<file path="config.mk">
export PLATFORM = sky130hd
export DESIGN_NAME = uart_baud_gen_flat
export DESIGN_NICKNAME = d
export VERILOG_FILES = /design/src/rtl/uart_pkg.sv /design/src/rtl/uart_baud_gen_if.sv /design/src/rtl/uart_baud_gen.sv /design/src/flat_wrapper.sv
export SDC_FILE = /design/constraint.sdc
export NUM_CORES = 1
export LEC_CHECK = 0
export ABC_AREA = 1
export CAP_MARGIN = 10
export CORE_UTILIZATION = 55
export CTS_BUF_LIST = sky130_fd_sc_hd__clkbuf_16
export DETAILED_ROUTE_END_ITERATION = 16
export PLACE_DENSITY = 0.8
export SYNTH_ARGS = -nofsm -noshare
export SYNTH_HDL_FRONTEND = slang
export SYNTH_SLANG_ARGS = --single-unit
</file>
<file path="constraint.sdc">
create_clock -name clkin -period 2.98 [get_ports clkin]
set_input_delay 0.596 -clock clkin [delete_from_list [all_inputs] [get_ports clkin]]
set_output_delay 0.596 -clock clkin [all_outputs]
set_load 0.01 [all_outputs]
</file>
<file path="src/rtl/uart_pkg.sv">
// Shared UART constants and helpers, used by the baud generator and the TX/RX engines.
package uart_pkg;

    // Default accumulator width and oversample ratio.
    localparam int unsigned UART_ACC_W      = 24;
    localparam int unsigned UART_OVERSAMPLE = 16;

    // round(16 * 9600 * 2^24 / 50e6): 9600 baud at 16x oversampling from a 50 MHz clock.
    localparam int unsigned UART_DEFAULT_INC = 51540;

    // Registered tick outputs of the generator, kept together so they clear as one.
    typedef struct packed {
        logic os;   // oversample tick
        logic bnd;  // bit boundary
        logic mid;  // mid-bit
    } tick_t;

    // Phase increment for a given clock and baud rate, rounded to nearest.
    function automatic longint unsigned calc_inc(
        input longint unsigned clk_hz,
        input longint unsigned baud,
        input int unsigned     oversample,
        input int unsigned     acc_w
    );
        longint unsigned num;
        num = (64'(oversample) * baud) << acc_w;
        return (num + (clk_hz / 2)) / clk_hz;
    endfunction

endpackage

</file>
<file path="src/rtl/uart_baud_gen_if.sv">
// Control and tick bundle between the baud generator and its user (TX/RX engines, CSR block).
interface uart_baud_gen_if
    import uart_pkg::*;
#(
    parameter int unsigned ACC_W      = UART_ACC_W,
    parameter int unsigned OVERSAMPLE = UART_OVERSAMPLE
);
    localparam int unsigned PH_W = $clog2(OVERSAMPLE);

    logic             en;
    logic             resync;
    logic             inc_wr;
    logic [ACC_W-1:0] inc_in;
    logic             inc_busy;
    logic             os_tick;
    logic             bit_tick;
    logic             mid_tick;
    logic [PH_W-1:0]  os_phase;

    // User side: drives control, consumes ticks.
    modport master (
        output en, resync, inc_wr, inc_in,
        input  inc_busy, os_tick, bit_tick, mid_tick, os_phase
    );

    // Generator side.
    modport slave (
        input  en, resync, inc_wr, inc_in,
        output inc_busy, os_tick, bit_tick, mid_tick, os_phase
    );

endinterface

</file>
<file path="src/rtl/uart_baud_gen.sv">
// Fractional (NCO) UART baud generator: oversample, bit-boundary and mid-bit tick pulses,
// runtime-programmable increment applied only between bits, and start-edge phase resync.
module uart_baud_gen
    import uart_pkg::*;
#(
    parameter int unsigned ACC_W       = UART_ACC_W,
    parameter int unsigned OVERSAMPLE  = UART_OVERSAMPLE,
    parameter int unsigned DEFAULT_INC = UART_DEFAULT_INC
) (
    input  logic           clkin,
    input  logic           rst,
    uart_baud_gen_if.slave bus
);

    localparam int unsigned     PH_W    = $clog2(OVERSAMPLE);
    localparam logic [PH_W-1:0] PH_LAST = PH_W'(OVERSAMPLE - 1);
    localparam logic [PH_W-1:0] PH_MID  = PH_W'(OVERSAMPLE / 2);
    localparam logic [ACC_W-1:0] INC_RST = ACC_W'(DEFAULT_INC);

    logic [ACC_W-1:0] acc_q, acc_d;
    logic [PH_W-1:0]  os_cnt_q, os_cnt_d;
    tick_t            tick_q, tick_d;
    logic [ACC_W-1:0] inc_cur_q, inc_cur_d;
    logic [ACC_W-1:0] inc_pend_q, inc_pend_d;
    logic             pend_v_q, pend_v_d;

    logic [ACC_W:0]   sum;
    logic             carry;
    logic             wrap;
    logic             apply;

    // Next-state decode: carry out of the phase add, bit wrap, and safe points to swap the rate.
    always_comb begin
        sum   = {1'b0, acc_q} + {1'b0, inc_cur_q};
        carry = bus.en && !bus.resync && sum[ACC_W];
        wrap  = carry && (os_cnt_q == PH_LAST);
        // Rate changes land only where they cannot stretch or shrink a bit in flight.
        apply = !bus.en || bus.resync || wrap;

        acc_d = acc_q;
        if (bus.resync) begin
            acc_d = '0;
        end else if (bus.en) begin
            acc_d = sum[ACC_W-1:0];
        end

        os_cnt_d = os_cnt_q;
        tick_d   = '0;
        if (bus.resync) begin
            os_cnt_d = '0;
        end else if (carry) begin
            os_cnt_d   = wrap ? '0 : os_cnt_q + 1'b1;
            tick_d.os  = 1'b1;
            tick_d.bnd = wrap;
            tick_d.mid = (os_cnt_d == PH_MID);
        end

        inc_cur_d  = inc_cur_q;
        inc_pend_d = inc_pend_q;
        pend_v_d   = pend_v_q;
        if (bus.inc_wr) begin
            if (apply) begin
                inc_cur_d = bus.inc_in;
                pend_v_d  = 1'b0;
            end else begin
                inc_pend_d = bus.inc_in;
                pend_v_d   = 1'b1;
            end
        end else if (pend_v_q && apply) begin
            inc_cur_d = inc_pend_q;
            pend_v_d  = 1'b0;
        end
    end

    // Phase accumulator.
    always_ff @(posedge clkin) begin
        if (rst) begin
            acc_q <= '0;
        end else begin
            acc_q <= acc_d;
        end
    end

    // Oversample counter and registered tick pulses.
    always_ff @(posedge clkin) begin
        if (rst) begin
            os_cnt_q <= '0;
            tick_q   <= '0;
        end else begin
            os_cnt_q <= os_cnt_d;
            tick_q   <= tick_d;
        end
    end

    // Increment shadow register: holds a written rate until the next safe point.
    always_ff @(posedge clkin) begin
        if (rst) begin
            inc_cur_q  <= INC_RST;
            inc_pend_q <= '0;
            pend_v_q   <= 1'b0;
        end else begin
            inc_cur_q  <= inc_cur_d;
            inc_pend_q <= inc_pend_d;
            pend_v_q   <= pend_v_d;
        end
    end

    assign bus.os_tick  = tick_q.os;
    assign bus.bit_tick = tick_q.bnd;
    assign bus.mid_tick = tick_q.mid;
    assign bus.os_phase = os_cnt_q;
    assign bus.inc_busy = pend_v_q;

endmodule

</file>
<file path="src/flat_wrapper.sv">
// flat-port wrapper written by rule: the top's interface ports become plain ports
module uart_baud_gen_flat import uart_pkg::*;
#(
    parameter int unsigned ACC_W       = UART_ACC_W,
    parameter int unsigned OVERSAMPLE  = UART_OVERSAMPLE,
    parameter int unsigned DEFAULT_INC = UART_DEFAULT_INC
)
  (clkin, rst, bus_en, bus_resync, bus_inc_wr, bus_inc_in, bus_inc_busy, bus_os_tick, bus_bit_tick, bus_mid_tick, bus_os_phase);
  uart_baud_gen_if #(.ACC_W(ACC_W), .OVERSAMPLE(OVERSAMPLE)) bus_i ();
  input  logic clkin;
  input  logic rst;
  input wire logic [$bits(bus_i.en)-1:0] bus_en;
  input wire logic [$bits(bus_i.resync)-1:0] bus_resync;
  input wire logic [$bits(bus_i.inc_wr)-1:0] bus_inc_wr;
  input wire logic [$bits(bus_i.inc_in)-1:0] bus_inc_in;
  output wire logic [$bits(bus_i.inc_busy)-1:0] bus_inc_busy;
  output wire logic [$bits(bus_i.os_tick)-1:0] bus_os_tick;
  output wire logic [$bits(bus_i.bit_tick)-1:0] bus_bit_tick;
  output wire logic [$bits(bus_i.mid_tick)-1:0] bus_mid_tick;
  output wire logic [$bits(bus_i.os_phase)-1:0] bus_os_phase;
  assign bus_i.en = bus_en;
  assign bus_i.resync = bus_resync;
  assign bus_i.inc_wr = bus_inc_wr;
  assign bus_i.inc_in = bus_inc_in;
  assign bus_inc_busy = bus_i.inc_busy;
  assign bus_os_tick = bus_i.os_tick;
  assign bus_bit_tick = bus_i.bit_tick;
  assign bus_mid_tick = bus_i.mid_tick;
  assign bus_os_phase = bus_i.os_phase;
  uart_baud_gen #(.ACC_W(ACC_W), .OVERSAMPLE(OVERSAMPLE), .DEFAULT_INC(DEFAULT_INC)) u_core (.clkin(clkin), .rst(rst), .bus(bus_i));
endmodule
</file>
* Word-level counts from Yosys, hierarchy flattened
Index checks and enable logic that the tools add are counted.
** Storage, ports and cells
- Bits in registers :: 80
- Input port bits :: 29
- Output and inout port bits :: 8
** Operators by class
- Add/sub/neg operators :: 2
- Equal/unequal tests :: 3
- Mux-type cells :: 8
- Bitwise gates (word level) :: 2
- Reductions and logical operators :: 13
** Operators by type and width (number)
- $mux 24 :: 3
- $add 24x24->25 :: 1
- $eq 4x4->1 const B :: 2
- $add 4x1->4 const B :: 1
- $logic_and 1x1->1 :: 4
- $mux 4 :: 1
- $reduce_and 2->1 :: 2
- $mux 1 :: 3
- $mux 3 :: 1
- $reduce_or 3->1 :: 1
- $logic_not 1->1 :: 2
- $logic_or 1x1->1 :: 2
- $ne 2x1->1 const B :: 1
- $not 1->1 :: 2
- $reduce_bool 2->1 :: 1
- $reduce_or 2->1 :: 1

* Logic depth before layout (Yosys ltp)
- Depth in word-level cells :: 8
- Mapped depth :: 16

* Worst setup path after synthesis
No wires, ideal clock.
- Path type :: flip-flop to flip-flop
- Start :: reg u_core.inc_cur_q[0]
- End :: reg u_core.inc_pend_q[14]
- Arrival time :: 2.030 ns
- Required time :: 2.848 ns
- Path slack :: 0.818 ns
- Cell stages (with the launch flop) :: 14
- Buffers on the path :: 1
- Cell sequence :: dfxtp_1 ha_1 fa_1 nand3_1 nand2_2 nand2_2 nand2_4 nand2_1 nand3_2 a21boi_4 nand2_4 buf_6 nand2_1 a21oi_1
** On the way
- Longest elaborated chain between the ends :: 6
** Ends and longest elaborated chain
- from (decl) :: line uart_baud_gen.sv:23 : logic [ACC_W-1:0] inc_cur_q, inc_cur_d;
- from (signal assigned) :: line uart_baud_gen.sv:102 : inc_cur_q <= inc_cur_d;
- $add 24x24->25 :: line uart_baud_gen.sv:34 : sum = {1'b0, acc_q} + {1'b0, inc_cur_q};
- $logic_and 1x1->1 :: line uart_baud_gen.sv:35 : carry = bus.en && !bus.resync && sum[ACC_W];
- $logic_and 1x1->1 :: line uart_baud_gen.sv:36 : wrap = carry && (os_cnt_q == PH_LAST);
- $logic_or 1x1->1 :: line uart_baud_gen.sv:38 : apply = !bus.en || bus.resync || wrap;
- $not 1->1 (no line)
- $reduce_and 2->1 (no line)
- to (signal assigned) :: line uart_baud_gen.sv:103 : inc_pend_q <= inc_pend_d;
- to (decl) :: line uart_baud_gen.sv:24 : logic [ACC_W-1:0] inc_pend_q, inc_pend_d;
No other way between the ends.
A chain may end at the register's enable or synchronous reset.

* Final worst setup path
- Start :: reg u_core.inc_cur_q[0]
- End :: reg u_core.inc_pend_q[15]
Same word-level chain as after synthesis.

==> results_dict.tcl <==
set metrics [dict create \
    status "complete, no violations" \
    firstDrtPassIters 5 \
    total_power_mw 2.67 \
    hold_violations 0 \
    synth_edf_count 0 \
    r2r_start "u_core.inc_cur_q[0]$_SDFFE_PP0P_" \
    async_flop_share_pct 0 \
    layout-drive-gt1-share_pct 8.79 \
    setup_viol_count_final 0 \
    cp_slowest_stage_delay_ns 0.46 \
    tritoncts "yes" \
    postCtsSetupBuffers 0 \
    post-route-period-util_pct 85.6 \
    worstHoldPathType "flop to flop" \
    fp.coreArea_um2 8300 \
    num_rows 33 \
    cts_resized 0 \
    numCtsBuffers 9 \
    r2r_end "u_core.inc_pend_q[15]$_SDFFE_PP0P_" \
    grt-ovfl-total 0 \
    synth_cell_type_count 40 \
    gp_congestion 0.933 \
    yosys_warnings 0 \
    setup_tns_ns 0 \
    syn_area_per_cell_um2 6.88 \
    die_x_um 95.1 \
    nets 778 \
    grt_pass1_wl_um 18300 \
    synthCells 693 \
    synth-seq-area-share_pct 33.6 \
    min_to "u_core.inc_pend_q[20]$_SDFFE_PP0P_" \
    max_freq_mhz 392 \
    tightest_slew_ns 0.698 \
    slew_headroom_pct 53.4 \
    post-route-min-period_ns 2.55 \
    peakVddDrop_mv 0.361 \
    num_vias 4431 \
    hold_path_depth 2 \
    dp_hpwl_um 8270 \
    crit_slowest_cell "fa_1" \
    cts_root_buf "clkbuf_16" \
    syn_nets 748 \
    start_kind "flop" \
    ys_seq_elements 80 \
    crit_arrival_ns 2.82 \
    antenna_found_initial 0 \
    critPathBufInv 1 \
    fin_worst_skew_ns 0.0110 \
    grt_pass1_vias 4070 \
    cp-end-kind "flop" \
    die-area_um2 9050 \
    htree_levels 3 \
    port_buffers 36 \
    cap_violations 0 \
    viasPerCell 5.32 \
    ff2ff_path_depth 12 \
    io_pins 37 \
    ant_nets 0 \
    worstPathCellList "ha_1 > fa_1 > nand3_1 > nand2_2 > nand2_2 > nand2_4 > nand2_1 > nand3_2 > a21boi_4 > buf_4 > nand3_1 > a21oi_1" \
    required_ns 3.24 \
    die_y_um 95.1 \
    cts.path.max_buffers 2 \
    grt_max_degree 42 \
    crit_family "adder cells" \
    netlist_area_um2 4770 \
    clkSinkCount 80 \
    worstPathMaxFanout 16 \
    rsz0062_at_grt "no" \
    hp-start "u_core.inc_pend_q[20]$_SDFFE_PP0P_" \
    initial_core_util_pct 57.5 \
    drtIter0Drc 201 \
    clk_pin_slew_ns 0.07 \
    area_growth_pct 14.2 \
    critPathKind "flop to flop" \
    grt.total_usage_pct 25.9 \
    leakagePower_nw 2.68 \
    diodes 0 \
    drc_errors 0 \
    worstSkewPairLatency_ns 0.34 \
    cts_hold_buf 0 \
    slew_violations 0 \
    p_per_area_nw_per_um2 491 \
    routedWlPerCell_um 13.4 \
    r2r_slack_ns 0.43 \
    totalWireLength_um 11100 \
    synth_flop_cell "dfxtp_1" \
]
## worst max-delay path by stage
stage | start | endpoint | slack (ns) | cells after the start
after global routing | u_core.inc_cur_q[0]$_SDFFE_PP0P_ | u_core.inc_pend_q[12]$_SDFFE_PP0P_ | 0.24 | 12
after global placement | bus_en | u_core.inc_pend_q[10]$_SDFFE_PP0P_ | 0.50 | 7
after CTS | u_core.inc_cur_q[0]$_SDFFE_PP0P_ | u_core.inc_pend_q[15]$_SDFFE_PP0P_ | 0.42 | 12
after detailed placement | bus_en | u_core.inc_pend_q[15]$_SDFFE_PP0P_ | 0.43 | 7
final | u_core.inc_cur_q[0]$_SDFFE_PP0P_ | u_core.inc_pend_q[15]$_SDFFE_PP0P_ | 0.43 | 12
after floorplan | u_core.inc_cur_q[0]$_SDFFE_PP0P_ | u_core.inc_pend_q[14]$_SDFFE_PP0P_ | 0.82 | 13
## stage by stage
step | cell area, um2 | util [%] | setup WS [ns] | hold slack (ns) | std cells
floorplan | 4770 | - | 0.818 | 0.437 | 693
global placement | 5160 | 62.2 | 0.497 | 0.446 | 817
detailed placement | 5160 | 62.2 | 0.427 | 0.454 | 817
CTS | 5450 | 65.6 | 0.422 | 0.463 | 833
global route | 5450 | 65.6 | 0.239 | 0.477 | 833
finish | 5450 | 65.6 | 0.429 | 0.462 | 833
## layout by cell type, fill, tap and decap left out, types with 2 or more instances in the layout
master / count
a21o_1: 3
nand2_2: 5
inv_1: 77
mux2_2: 24
o211ai_1: 2
nand2_1: 168
dfxtp_1: 80
o21a_1: 2
buf_4: 8
xor2_1: 10
a21oi_2: 2
clkinvlp_4: 2
nand4_1: 3
nand3_1: 53
clkdlybuf4s50_1: 35
a21oi_1: 49
nor2_1: 110
xnor2_1: 2
nand2_4: 2
nand3_2: 3
o21bai_1: 4
clkbuf_16: 9
nor3_1: 6
o21ai_0: 25
inv_6: 2
ha_1: 25
## tightest hold or removal path: cells and delay by family (launching register included)
| family | cells | cell delay [ns] |
|---|---|---|
| AOI/OAI and AO/OA | 1 | 0.05 |
| DFF | 1 | 0.31 |
| and+or+nand+nor | 1 | 0.06 |
## cell type report
cell class	count	area [um2]
clock buffers	9	225
clock inverters	7	56.3
fillers	698	2850
inverters	77	289
multi-input cells	511	2730
flip-flops and latches	80	1600
well taps	105	131
repair buffers	44	415
## logic make-up after synthesis
| kind of cell | Yosys count | share of synthesized area [%] |
|---|---|---|
| multiplexers | 24 | 5.67 |
| buffers and inverters | 102 | 9.21 |
| adder cells (fa/ha/maj) | 26 | 6.98 |
| AND/OR/NAND/NOR | 355 | 30.9 |
| flip-flops | 80 | 33.6 |
| AO/OA/AOI/OAI | 94 | 11.4 |
| XOR/XNOR | 12 | 2.20 |
## state kept, by name (all words and copies together) (netlist names)
signal	flops
u_core.acc_q	24
u_core.inc_cur_q	24
u_core.inc_pend_q	24
u_core.bus.os_phase	4
u_core.bus.bit_tick	1
u_core.bus.inc_busy	1
u_core.bus.mid_tick	1
u_core.bus.os_tick	1
## metal layers
metal | vias up | track usage, % | routed length [um]
met5 | - | 0 | 0
met4 | 0 | 11.0 | 318
met3 | 31 | 4.78 | 478
met2 | 114 | 46.4 | 5440
met1 | 1999 | 30.0 | 4890
li1 | 2287 | - | -
## power by group
part	internal, mW	total (mW)	switching (mW)
sequential	1.12	1.16	0.0371
combinational	0.186	0.462	0.276
clock	0.574	1.05	0.476
## synthesized netlist by cell type, types with 10 or more instances
library cell	instances	area, um2
nand2_1	168	631
nor2_1	110	413
dfxtp_1	80	1600
inv_1	76	285
nand3_1	53	265
a21oi_1	49	245
ha_1	25	313
o21ai_0	25	125
mux2_2	24	270
clkbuf_1	11	41.3
xor2_1	10	87.6
No activity file was read; power rests on OpenSTA's default activity.
